File: src/rtl/updown_mod_counter.sv
// updown_mod_counter: modulo up/down counter with programmable top value,
// count enable, synchronous parallel load and a registered terminal-count pulse.
// Optional build macro: UDC_SATURATE_EN. When defined, the count pins at the
// boundary (0 or MAX) instead of wrapping. The default build wraps.
module updown_mod_counter #(
  parameter int N       = 4,
  parameter int MAX     = 2**N - 1,
  parameter int RST_VAL = 0
) (
  input  logic         clk,
  input  logic         reset,
  input  logic         en,
  input  logic         m,
  input  logic         load,
  input  logic [N-1:0] din,
  output logic [N-1:0] counter,
  output logic         tc,
  output logic         zero
);

  localparam logic [N-1:0] MAX_V = N'(MAX);
  localparam logic [N-1:0] RST_V = N'(RST_VAL);

  // An out-of-range parameter set stops elaboration instead of building a
  // counter whose range silently differs from what the instantiator asked for.
  generate
    if (MAX > 2**N - 1 || MAX < 1 || RST_VAL > MAX || RST_VAL < 0) begin : g_bad_params
      $error("updown_mod_counter: illegal parameters N=%0d MAX=%0d RST_VAL=%0d",
             N, MAX, RST_VAL);
    end
  endgenerate

  logic [N-1:0] next_cnt;
  logic         next_tc;

  // Next count and terminal-count decision; priority is load, then enable, then hold.
  always_comb begin
    next_cnt = counter;
    next_tc  = 1'b0;
    if (load) begin
      next_cnt = (din > MAX_V) ? MAX_V : din;
    end else if (en) begin
      if (m) begin
        if (counter >= MAX_V) begin
`ifdef UDC_SATURATE_EN
          next_cnt = MAX_V;
`else
          next_cnt = '0;
`endif
          next_tc  = 1'b1;
        end else begin
          next_cnt = counter + N'(1);
        end
      end else begin
        if (counter == '0) begin
`ifdef UDC_SATURATE_EN
          next_cnt = '0;
`else
          next_cnt = MAX_V;
`endif
          next_tc  = 1'b1;
        end else begin
          next_cnt = counter - N'(1);
        end
      end
    end
  end

  // Count and tc registers; reset takes effect immediately without a clock.
  always_ff @(posedge clk or posedge reset) begin
    if (reset) begin
      counter <= RST_V;
      tc      <= 1'b0;
    end else begin
      counter <= next_cnt;
      tc      <= next_tc;
    end
  end

  // zero follows the registered count with no extra latency.
  assign zero = (counter == '0);

endmodule

File: config.mk
export PLATFORM = sky130hd
export DESIGN_NAME = updown_mod_counter
export DESIGN_NICKNAME = d
export VERILOG_FILES = /design/src/rtl/updown_mod_counter.sv
export SDC_FILE = /design/constraint.sdc
export NUM_CORES = 1
export LEC_CHECK = 0
export BUFFER_PORTS_ARGS = -buffer_cell sky130_fd_sc_hd__buf_2
export CAP_MARGIN = 30
export CORE_AREA = 3 3 40 42
export DETAILED_ROUTE_END_ITERATION = 16
export DIE_AREA = 0 0 43 45
export PLACE_DENSITY_LB_ADDON = 0.3
export SYNTH_ARGS = -nofsm -noshare
export SYNTH_HDL_FRONTEND = slang
export SYNTH_SLANG_ARGS = --single-unit
File: constraint.sdc
create_clock -name clk -period 1.7 [get_ports clk]
set_input_delay 0.085 -clock clk [delete_from_list [all_inputs] [get_ports clk]]
set_output_delay 0.085 -clock clk [all_outputs]
set_load 0.005 [all_outputs]
# ---- Yosys cells after proc, flatten, opt, wreduce, memory -nomap -nowiden
# Index checks and enable logic that the tools add are counted.
dict set report totals {
  register_bits 5
  output_inout_bits 6
  inputBits 9
  wordCells 19
}
dict set report classes {
  add_sub_neg 2
  n_reduce_logical 2
  mux 11
  order_cmp 2
}
# cell n
set op_table {}
lappend op_table {{4-bit two-way mux} 6}
lappend op_table {{1-bit two-way mux} 5}
lappend op_table {{4-bit by 1-bit adder with 4-bit output (second input constant)} 1}
lappend op_table {{4-bit >= comparator (second input constant)} 1}
lappend op_table {{4-bit greater-than comparator (second input constant)} 1}
lappend op_table {{4-bit zero test} 1}
lappend op_table {{4-bit by 1-bit subtractor with 4-bit output (second input constant)} 1}
lappend op_table {{2-bit nonzero test} 1}

# ---- Depth between registers and ports, before layout
dict set report depth {
  ltp_word 5
  mapped_depth 6
  ltp_nobuf 6
}

# ---- Least setup slack after synthesis
# Ideal clock, no wire load.
dict set report synth_path {
  path_type {register -> register}
  start {register counter[0]}
  end {register counter[0]}
  setup_ps 76
  arrival_ps 1368
  required_time_ps 1624
  synth_period_minus_slack_ps 1445
  path_stages_with_launch 7
  slack_ps 255
  path_buffers 0
  path_cell_list {dfrtp_1 > inv_1 > ha_1 > or3b_1 > a21oi_1 > o22ai_1 > o21ai_1}
}
dict set report synth_via {
  elab_chain_cells 5
  word_cells_on_any_way 9
  classes_between {add/sub (2); order compare (1); mux (5); reduce/logical (1)}
}
# element line
set synth_rtl {}
lappend synth_rtl {{from (decl)} 16} ;# output logic [N-1:0] counter,
lappend synth_rtl {{from (signal assigned)} 75} ;# counter <= next_cnt;
lappend synth_rtl {{4-bit by 1-bit subtractor with 4-bit output (tied with other cells)} 63} ;# next_cnt = counter - N'(1);
lappend synth_rtl {{4-bit two-way mux, on equally long branches} {55, 44}}
lappend synth_rtl {{4-bit two-way mux (*)} 43} ;# if (m) begin
lappend synth_rtl {{4-bit two-way mux (*)} 42} ;# end else if (en) begin
lappend synth_rtl {{4-bit two-way mux (*)} 40} ;# if (load) begin
# Mark *: on every way between the ends. The rest lies on a longest branch, timed or not. The select of a mux whose other input is x is not followed.
# A chain may end at the register's enable or synchronous reset.

# ---- Final worst setup path
# Ends and elaborated chain as after synthesis.

==> impl_metrics.yaml <==
floorplan:
  die_h_um: 45
  start_util_pct: 29.0
  die_area_mm2: 0.00194
  io_pins: 15
  dieWidth_um: 43
  core_area_mm2: 0.00128
  rows: 13
pwr:
  leakage_nw: 0.242
  worst_ir_drop_vdd_v: 0.000305
  power_density_mw_per_mm2: 847
clock_tree:
  clkTransAtPathRegs_ns: 0.04
  cts_tree: "yes"
  clockRootBuffer: "clkbuf_4"
  cts_setup_buffers: 0
  cts_buffer_depth: 2
  cts.sinks: 5
  cts_made_buffers: 3
  clk_latency_ns: 0.25
  cts_max_level: 1
finish:
  regArea_um2: 126
  final_common_cell: "buf_2"
  final_cell_mix: "buf_2 (14), nand2_1 (6), o21ai_0 (4), a21oi_1 (4), dfrtp_1 (4)"
  finalNetCount: 74
  multi_input_area_um2: 233
  diodes: 0
  final_area_um2: 495
  areaGrowthSynthToFinish_pct: 32.9
  final_util_pct: 38.6
  drive_above_1_share_pct: 33.9
  fillers: 139
  fin_cells: 77
critical_path:
  required_ns: 1.87
  r2r_slack_ns: 0.19
  r2r_cells: 6
  start_kind: "register"
  reg2reg_from: "counter[0]"
  crit_start: "counter[0]"
  cp_max_fo: 10
  cp-end-kind: "register"
  critPathArrivalTime_ns: 1.68
  path_class: "register to register"
  reg2reg_to: "counter[0]"
sta:
  fmax_ghz: 0.663
  period_minus_slack_ns: 1.51
  rsz0062_at_grt: "no"
  final-setup-viol-count: 0
  finalHoldViolCount: 0
  fin_setup_tns_ns: 0
  slew_headroom_pct: 83.9
  maxSlewViolCount: 0
  post-route-period-util_pct: 88.7
  finClkSkew_ns: 0.000179
  fin_ws_ns: 0.193
  worst_pin_slew_ns: 0.242
synthesis:
  synth_ff_type: "dfrtp_1"
  synth_area_leader_cell: "dfrtp_1"
  synth_cell_types: 26
  synth_edf_count: 0
  synthCells: 44
  ys_seq_area_share_pct: 33.6
  synth_top_area_share_pct: 33.6
  async_flop_share_pct: 100
  syn_nets: 55
  synth_area_leaders: "dfrtp_1 (34%), ha_1 (6.7%), nand2_1 (6.0%)"
  synth_area_um2: 373
  syn_avg_cell_area_um2: 8.47
  yosys_warnings: 0
  synth_seq_cells: 5
route:
  wirelength_um: 835
  ant_nets: 0
  first_iter_violations: 5
  vias: 376
  via_per_inst: 4.88
  drc: 0
  post_drt_wl_per_cell_um: 10.8
  firstDrtPassIters: 2
global_route:
  grt_pass1_vias: 348
  antenna_found_initial: 0
  use_met2_pct: 15.3
  gr-max-usage-layer: "met2"
  grt_max_degree: 11
  groute.usage.overall_pct: 10.5
  grt_util_met1_pct: 12.2
  gr-total-overflow: 0
  grt_pass1_wl_mm: 1.44
  met3_usage_pct: 7.17
placement:
  pre_cts_ws_ns: 0.168
  place_inst: 72
  placed_area_um2: 458
  gp_congestion: 0.718
  port_buffers: 14
  hpwlAfterDp_um: 629
min_path:
  min_from: "din[1]"
  hold_depth: 3
  min_path_type: "input pin to register"
  hold_end: "counter[1]"
job:
  maxCapViolations: 0
status:
  status: "finished, final reports clean"
## worst max path at each step
stage	endpoint
after CTS	counter[0]
after floorplan	counter[0]
after global routing	counter[0]
after detailed placement	counter[0]
after global placement	counter[0]
final	counter[0]
## synthesized netlist by cell type (2+ instances only)
master,instances
dfrtp_1,5
ha_1,2
nand2_1,6
a21oi_1,4
o21ai_0,4
inv_1,3
## per-stage QoR
stage	hold slack [ns]	total power [W]
detailed placement	0.00737	0.000277
floorplan	-0.136	0.000234
global route	0.0755	0.000457
global placement	-0.00106	0.000276
CTS	0.0413	0.000428
finish	0.0434	0.000420
## area by class of cell
type                            instances  share of cell area (%)
Sequential cell                         5                    25.5
Multi-Input combinational cell         35                    47.0
Timing Repair Buffer                   15                    16.2
Clock buffer                            4                    5.30
Tap cell                               15                    3.79
Inverter                                3                    2.27
## sequential cells by signal (all words and copies together), names as in the netlist
signal   flops
counter      4
tc           1
## layer usage
metal / vias to the layer above / wire [um]
met3: 0 / 82
met5: - / 0
li1: 191 / -
met4: 0 / 0
met2: 14 / 388
met1: 171 / 365
## power breakdown
group	internal, W	leakage (nW)	switching (W)	total (W)
sequential	0.000133	0.0609	0.0000256	0.000159
combinational	0.0000642	0.166	0.0000546	0.000119
clock	0.0000890	0.0150	0.0000531	0.000142
total	0.000286	0.242	0.000133	0.000420
## worst max-delay path, cell delays in order, from the launching register on
cell     delay (ns)
dfrtp_2        0.45
inv_1          0.07
ha_1           0.18
or3b_1         0.37
a21oi_1        0.15
o22ai_1        0.10
o21ai_1        0.11
## cell families after synthesis
kind of cell             after synthesis  share of synthesized area, %
AND/OR/NAND/NOR                       15                          21.1
AO/OA/AOI/OAI                         14                          24.2
flip-flops                             5                          33.6
buffers and inverters                  4                          4.03
XOR/XNOR                               2                          4.70
multiplexers                           2                          5.70
adder cells (fa/ha/maj)                2                          6.71
## timing repair
action / in CTS / in global routing
setup endpoints to repair: 0 / 1
endpoints found under the hold margin: 5 / 0
gates resized for setup: 0 / 1
hold buffers: 1 / 0
Power figures use the tool's default switching activity.
